`src/rtl/ptp_master_msg.sv`:
```
// PTP two-step master message engine: local clock, Sync/Follow_Up
// generation and Delay_Req -> Delay_Resp answering over UDP payload words.
module ptp_master_msg #(
    parameter logic [47:0] BOARD_MAC     = 48'hDC_FE_07_19_68_33,
    parameter int unsigned CLK_PERIOD_NS = 8,
    parameter int unsigned SYNC_INTERVAL = 125_000_000
) (
    input  logic        eth_clk_125m,
    input  logic        rst,
    input  logic        ptp_en,
    input  logic        time_set,
    input  logic [47:0] set_sec,
    input  logic [31:0] set_ns,
    input  logic        rx_valid,
    input  logic [15:0] rx_data_cnt,
    input  logic [31:0] rx_data,
    output logic        tx_start_en,
    output logic [15:0] tx_byte_num,
    input  logic        tx_req,
    output logic [31:0] tx_data,
    input  logic        tx_done,
    output logic [47:0] tsecond,
    output logic [31:0] tnano,
    output logic [15:0] sync_seqid,
    output logic [15:0] req_drop_cnt
);

    localparam logic [31:0] NS_STEP = 32'(CLK_PERIOD_NS);
    localparam logic [31:0] NS_LAST = 32'(1_000_000_000 - CLK_PERIOD_NS);
    localparam int          TW      = $clog2(SYNC_INTERVAL);
    localparam logic [TW-1:0] TMAX  = TW'(SYNC_INTERVAL - 1);
    localparam logic [63:0] CLK_ID  = {BOARD_MAC[47:24], 8'hFF, 8'hFE, BOARD_MAC[23:0]};

    typedef enum logic [1:0] {S_IDLE, S_START, S_SEND, S_WAIT} state_t;
    typedef enum logic [1:0] {M_SYNC, M_FUP, M_RESP} msg_t;

    state_t        state_q, state_d;
    msg_t          msg_q, msg_d;
    logic          sync_go, resp_go;
    logic [47:0]   sec_q;
    logic [31:0]   ns_q;
    logic [TW-1:0] tmr_q;
    logic          sync_due_q;
    logic [3:0]    idx_q;
    logic [3:0]    last_idx;
    logic [31:0]   tx_data_q, word_d;
    logic [15:0]   byte_num_q;
    logic [15:0]   seqid_q, seq_nxt_q;
    logic [79:0]   t1_q;
    logic          armed_q, commit;
    logic [79:0]   cap_t4_q, pend_t4_q, out_t4_q;
    logic [63:0]   cap_id_q, pend_id_q, out_id_q;
    logic [31:0]   cap_ps_q, pend_ps_q, out_ps_q;
    logic          pend_q;
    logic [15:0]   drop_q;
    logic [79:0]   ts;
    logic [15:0]   seq;
    logic [7:0]    ctl, li;

    assign tx_start_en  = (state_q == S_START);
    assign tx_byte_num  = byte_num_q;
    assign tx_data      = tx_data_q;
    assign tsecond      = sec_q;
    assign tnano        = ns_q;
    assign sync_seqid   = seqid_q;
    assign req_drop_cnt = drop_q;
    assign last_idx     = (msg_q == M_RESP) ? 4'd13 : 4'd10;
    assign commit       = rx_valid && (rx_data_cnt == 16'd11) && armed_q;

    // Master time-of-day clock; a load request overrides counting
    always_ff @(posedge eth_clk_125m or posedge rst) begin
        if (rst) begin
            sec_q <= '0;
            ns_q  <= '0;
        end else if (time_set) begin
            sec_q <= set_sec;
            ns_q  <= set_ns;
        end else if (ns_q == NS_LAST) begin
            sec_q <= sec_q + 48'd1;
            ns_q  <= '0;
        end else begin
            ns_q <= ns_q + NS_STEP;
        end
    end

    // Free-running Sync interval timer and non-accumulating Sync request
    always_ff @(posedge eth_clk_125m or posedge rst) begin
        if (rst) begin
            tmr_q      <= '0;
            sync_due_q <= 1'b0;
        end else begin
            tmr_q <= (tmr_q == TMAX) ? '0 : tmr_q + TW'(1);
            if (tmr_q == TMAX && ptp_en)
                sync_due_q <= 1'b1;
            else if (sync_go)
                sync_due_q <= 1'b0;
        end
    end

    // Delay_Req field capture into a shadow set while the frame is armed
    always_ff @(posedge eth_clk_125m or posedge rst) begin
        if (rst) begin
            armed_q  <= 1'b0;
            cap_t4_q <= '0;
            cap_id_q <= '0;
            cap_ps_q <= '0;
        end else if (rx_data_cnt == 16'd0) begin
            armed_q <= 1'b0;
        end else if (rx_valid) begin
            case (rx_data_cnt)
                16'd1: begin
                    armed_q <= (rx_data[27:24] == 4'h1) && (rx_data[19:16] == 4'h2);
                    cap_t4_q <= {sec_q, ns_q};
                end
                16'd6:  if (armed_q) cap_id_q[63:32] <= rx_data;
                16'd7:  if (armed_q) cap_id_q[31:0]  <= rx_data;
                16'd8:  if (armed_q) cap_ps_q        <= rx_data;
                16'd11: armed_q <= 1'b0;
                default: ;
            endcase
        end
    end

    // Pending response slot; a response being started frees it the same cycle
    always_ff @(posedge eth_clk_125m or posedge rst) begin
        if (rst) begin
            pend_q    <= 1'b0;
            pend_t4_q <= '0;
            pend_id_q <= '0;
            pend_ps_q <= '0;
            out_t4_q  <= '0;
            out_id_q  <= '0;
            out_ps_q  <= '0;
            drop_q    <= '0;
        end else begin
            if (resp_go) begin
                out_t4_q <= pend_t4_q;
                out_id_q <= pend_id_q;
                out_ps_q <= pend_ps_q;
            end
            if (commit && (!pend_q || resp_go)) begin
                pend_q    <= 1'b1;
                pend_t4_q <= cap_t4_q;
                pend_id_q <= cap_id_q;
                pend_ps_q <= cap_ps_q;
            end else if (resp_go) begin
                pend_q <= 1'b0;
            end
            if (commit && pend_q && !resp_go)
                drop_q <= drop_q + 16'd1;
        end
    end

    // Transmit sequencer next-state: Sync beats Resp, Follow_Up chained to Sync
    always_comb begin
        state_d = state_q;
        msg_d   = msg_q;
        sync_go = 1'b0;
        resp_go = 1'b0;
        case (state_q)
            S_IDLE: begin
                if (sync_due_q) begin
                    state_d = S_START;
                    msg_d   = M_SYNC;
                    sync_go = 1'b1;
                end else if (pend_q) begin
                    state_d = S_START;
                    msg_d   = M_RESP;
                    resp_go = 1'b1;
                end
            end
            S_START: state_d = S_SEND;
            S_SEND: begin
                if (tx_req && idx_q == last_idx)
                    state_d = S_WAIT;
            end
            S_WAIT: begin
                if (tx_done) begin
                    if (msg_q == M_SYNC) begin
                        state_d = S_START;
                        msg_d   = M_FUP;
                    end else begin
                        state_d = S_IDLE;
                    end
                end
            end
            default: state_d = S_IDLE;
        endcase
    end

    // Payload word selected by the current message type and word index
    always_comb begin
        ts     = '0;
        ctl    = 8'h00;
        li     = 8'h00;
        seq    = seqid_q;
        word_d = '0;
        if (msg_q == M_FUP) begin
            ts  = t1_q;
            ctl = 8'h02;
        end else if (msg_q == M_RESP) begin
            ts  = out_t4_q;
            ctl = 8'h03;
            li  = 8'h7F;
            seq = out_ps_q[15:0];
        end
        case (idx_q)
            4'd0: begin
                if (msg_q == M_RESP)     word_d = 32'h0902_0036;
                else if (msg_q == M_FUP) word_d = 32'h0802_002C;
                else                     word_d = 32'h0002_002C;
            end
            4'd1:  word_d = (msg_q == M_SYNC) ? 32'h0000_0200 : 32'h0;
            4'd5:  word_d = CLK_ID[63:32];
            4'd6:  word_d = CLK_ID[31:0];
            4'd7:  word_d = {16'h0001, seq};
            4'd8:  word_d = {ctl, li, ts[79:64]};
            4'd9:  word_d = ts[63:32];
            4'd10: word_d = ts[31:0];
            4'd11: word_d = out_id_q[63:32];
            4'd12: word_d = out_id_q[31:0];
            4'd13: word_d = {out_ps_q[31:16], 16'h0000};
            default: word_d = '0;
        endcase
    end

    // Sequencer registers, word output, Sync sequence numbering and t1 capture
    always_ff @(posedge eth_clk_125m or posedge rst) begin
        if (rst) begin
            state_q    <= S_IDLE;
            msg_q      <= M_SYNC;
            idx_q      <= '0;
            tx_data_q  <= '0;
            byte_num_q <= '0;
            seqid_q    <= '0;
            seq_nxt_q  <= '0;
            t1_q       <= '0;
        end else begin
            state_q <= state_d;
            msg_q   <= msg_d;
            if (state_d == S_START) begin
                idx_q      <= '0;
                byte_num_q <= (msg_d == M_RESP) ? 16'd54 : 16'd44;
            end
            if (sync_go) begin
                seqid_q   <= seq_nxt_q;
                seq_nxt_q <= seq_nxt_q + 16'd1;
            end
            if (state_q == S_SEND && tx_req) begin
                tx_data_q <= word_d;
                idx_q     <= idx_q + 4'd1;
                if (idx_q == 4'd0 && msg_q == M_SYNC)
                    t1_q <= {sec_q, ns_q};
            end
        end
    end

endmodule
```
`config.mk`:
```
export PLATFORM = sky130hd
export DESIGN_NAME = ptp_master_msg
export DESIGN_NICKNAME = d
export VERILOG_FILES = /design/src/rtl/ptp_master_msg.sv
export SDC_FILE = /design/constraint.sdc
export NUM_CORES = 2
export LEC_CHECK = 0
export ABC_CLOCK_PERIOD_IN_PS = 29400
export BUFFER_PORTS_ARGS = -buffer_cell sky130_fd_sc_hd__buf_4
export CAP_MARGIN = 25
export CORE_MARGIN = 2
export CORE_UTILIZATION = 40
export CTS_CLUSTER_SIZE = 16
export DETAILED_ROUTE_END_ITERATION = 10
export PLACE_DENSITY = 0.66
export SYNTH_ARGS = -nofsm -noshare
export SYNTH_HDL_FRONTEND = slang
export SYNTH_SLANG_ARGS = --single-unit
```
`constraint.sdc`:
```
create_clock -name eth_clk_125m -period 29.4 [get_ports eth_clk_125m]
set_clock_uncertainty 0.2 [all_clocks]
set_input_delay 5.88 -clock eth_clk_125m [delete_from_list [all_inputs] [get_ports eth_clk_125m]]
set_output_delay 5.88 -clock eth_clk_125m [all_outputs]
set_load 0.1 [all_outputs]
```
==> results_dict.tcl <==
set metrics [dict create \
    status "finished clean" \
    intPower_mw 2.090 \
    ys_warn_count 0 \
    swShare_pct 31.86 \
    place_congestion 0.8455 \
    critPathTopFamily "buffers and inverters" \
    route.detailed.drc 0 \
    cts_tree "built" \
    maxCapViolCount 0 \
    die_area_um2 89250 \
    synth_area_per_cell_um2 12.84 \
    max_slew.worst_pin.slew_ns 1.478 \
    crit_chain "buf_4 -> nor4_1 -> nand3_1 -> nor2_1 -> nand2_4 -> buf_4 -> buf_4 -> mux2_2" \
    fin_crit_ns 9.192 \
    hold_viol 0 \
    cts-hold-fix-buffers 0 \
    antenna_found_initial 2 \
    criticalPathCategory "in2reg" \
    slowest_delay_ns 0.93 \
    drtAntennaViolNets 0 \
    cts_setup_buffers 0 \
    cp-start-kind "input pin" \
    dp_hpwl_um 62840 \
    routed_wirelength_um 94150 \
    netlist_instances 2706 \
    synth-seq-cells 809 \
    postLayoutSetupSlackWorst_ns 20.21 \
    final_nets 3106 \
    syn_to_final_growth_pct 18.56 \
    die_h_um 298.8 \
    slowest_stage "buf_4" \
    yosysUniqueCellTypes 72 \
    yosysMostFrequentCell "dfrtp_1" \
    synth.largest_area_cell "dfrtp_1" \
    combPwrFrac_pct 19.0 \
    drive_above_1_share_pct 36.76 \
    root_buffer "clkbuf_16" \
    cts_buffers 88 \
    viasPerCell 5.511 \
    synth-seq-area-share_pct 58.25 \
    setup_violations 0 \
    grt-ovfl-total 0 \
    drt-initial-drc-count 1688 \
    synth_area_leaders "dfrtp_1, mux2_2, nand2_1, xnor2_1, a22oi_1" \
    die_x_um 298.8 \
    ir_drop_uv 88.00 \
    first_pass_iters 5 \
    cp_common_cell "buf_4" \
    path_clk_slew_ns 0.06 \
    grt_pass1_wl_um 143300 \
    pwr-share-seq_pct 42.3 \
    cts_resized 0 \
    start_util_pct 40.18 \
    synth_top_cell_area_share_pct 58.25 \
    power.density_nw_per_um2 74.46 \
    synth_area_um2 34750 \
    port_buffers 284 \
    crit_buf_inv 3 \
    max_freq_mhz 108.8 \
    critPathRequiredTime_ns 29.72 \
    relSlewSlack_pct 1.473 \
    worst_skew_pair.late_latency_ns 0.66 \
    min_period_over_period_pct 31.26 \
    fp.coreArea_um2 86480 \
    leakage_nw 19.56 \
    path_max_fanout 68 \
    h-tree-depth 3 \
    grt_max_degree 170 \
    io_pins 296 \
    finalMaxSlewViolations 0 \
    ys_top_cells_by_count "dfrtp_1, mux2_2, nand2_1" \
    grt_usage_pct 20.89 \
    first_global_vias 22930 \
    fin_setup_tns_ns 0 \
    cts_sinks 809 \
    rsz0062_at_grt "false" \
    synth_ff_type "dfrtp_1" \
    arrival_ns 9.51 \
    rows 108 \
    synth-edff-count 0 \
    p_sw_mw 0.9774 \
    via_count 23050 \
    async_flop_share_pct 100.0 \
    clock_power_share_pct 38.7 \
    hold_class "reg2reg" \
    clock_path_buffers 3 \
    place_ws_ns 19.49 \
    wl_per_cell_um 22.51 \
    crit_path_end_kind "flip-flop" \
]
power groups by stage:
stage	Sequential [mW]	Combinational (mW)	Clock (mW)
finish	1.30	0.583	1.19
global route	1.31	0.617	1.26
CTS	1.29	0.582	1.21
detailed placement	1.31	0.580	0
global placement	1.31	0.574	0
floorplan	1.48	0.231	0
layout make-up:
cell class                      instances  area (um^2)
Inverter                               32        127.6
Fill cell                            7755        45280
Multi-Input combinational cell       1705        13750
Clock buffer                          126         2649
Timing Repair Buffer                  318         2462
Clock inverter                         35        516.7
Tap cell                             1155         1445
Sequential cell                       809        20240
Antenna cell                            2        5.005
final timing paths:
path / startpoint / end / slack, ns / cells after the start
min reg2reg: seq_nxt_q[14] / seq_nxt_q[14] / 0.27 / 1
max reg2reg: state_q[0] / pend_t4_q[10] / 24.98 / 9
min in group asynchronous: rst / sync_seqid[8] / 5.12 / 2
max: rx_data_cnt[10] / pend_t4_q[10] / 20.21 / 8
max in group asynchronous: rst / out_ps_q[10] / 21.84 / 4
min: seq_nxt_q[14] / seq_nxt_q[14] / 0.27 / 1
metrics by stage:
step | area [um^2] | util, % | total power, mW | std cells | hold WS, ns
after global routing | 41200 | 47.63 | 3.180 | 4180 | 0.2859
final | 41200 | 47.64 | 3.068 | 4182 | 0.2695
after CTS | 41110 | 47.53 | 3.089 | 4175 | 0.2751
after detailed placement | 37940 | 43.87 | 1.894 | 4014 | 0.2649
after global placement | 37940 | 43.87 | 1.887 | 4014 | 0.2600
after floorplan | 34790 | - | 1.707 | 2716 | 0.2362
metal layers:
metal	GRT usage, %	wire (um)
met5	0	21
met4	7.464	3045
met3	4.558	5927
met2	31.75	42200
met1	29.54	42950
worst register-to-register path: stages, from the launching register on:
cell	delay, ns
dfrtp_1	0.43
inv_1	0.09
ha_1	0.29
inv_1	0.12
o21ai_0	0.10
buf_4	0.20
nand2_4	0.65
buf_4	0.99
buf_4	0.79
mux2_2	0.43
cell usage in the layout, fill, tap and decap left out, types with 12 or more instances in the layout:
cell and count:
nand2_1 174, clkbuf_16 91, mux2i_1 20, or3_1 13
xor2_1 24, a31oi_1 36, o22ai_1 29, or4_1 18
nand3_1 74, nand4_1 37, clkbuf_8 24, nor2_1 121
and3_1 29, nor4_1 35, xnor2_1 70, dfrtp_1 809
a211oi_1 12, o21ai_0 91, a22oi_1 78, mux2_2 611
clkinv_2 16, inv_1 30, buf_4 311, ha_1 16
a21oi_1 12, o31ai_1 21, nor3_1 25
flip-flops by register name, summed over array words and instances (netlist names), 3 cells and up:
register / count
cap_id_q: 64
cap_ps_q: 32
cap_t4_q: 80
idx_q: 4
out_id_q: 64
out_ps_q: 32
out_t4_q: 80
pend_id_q: 64
pend_ps_q: 32
pend_t4_q: 80
req_drop_cnt: 16
seq_nxt_q: 16
sync_seqid: 16
t1_q: 80
tmr_q: 27
tnano: 32
tsecond: 48
tx_byte_num: 3
tx_data: 32
cells by family after synthesis:
kind of cell,Yosys count,synth area share (%)
mux,638,20.60
flops,809,58.25
xor+xnor,94,2.369
fa+ha+maj,17,0.6120
other cells,1,0.01079
simple gates,604,8.990
compound gates,341,6.657
buf+inv,202,2.506
(Power assumes the default switching activity.)
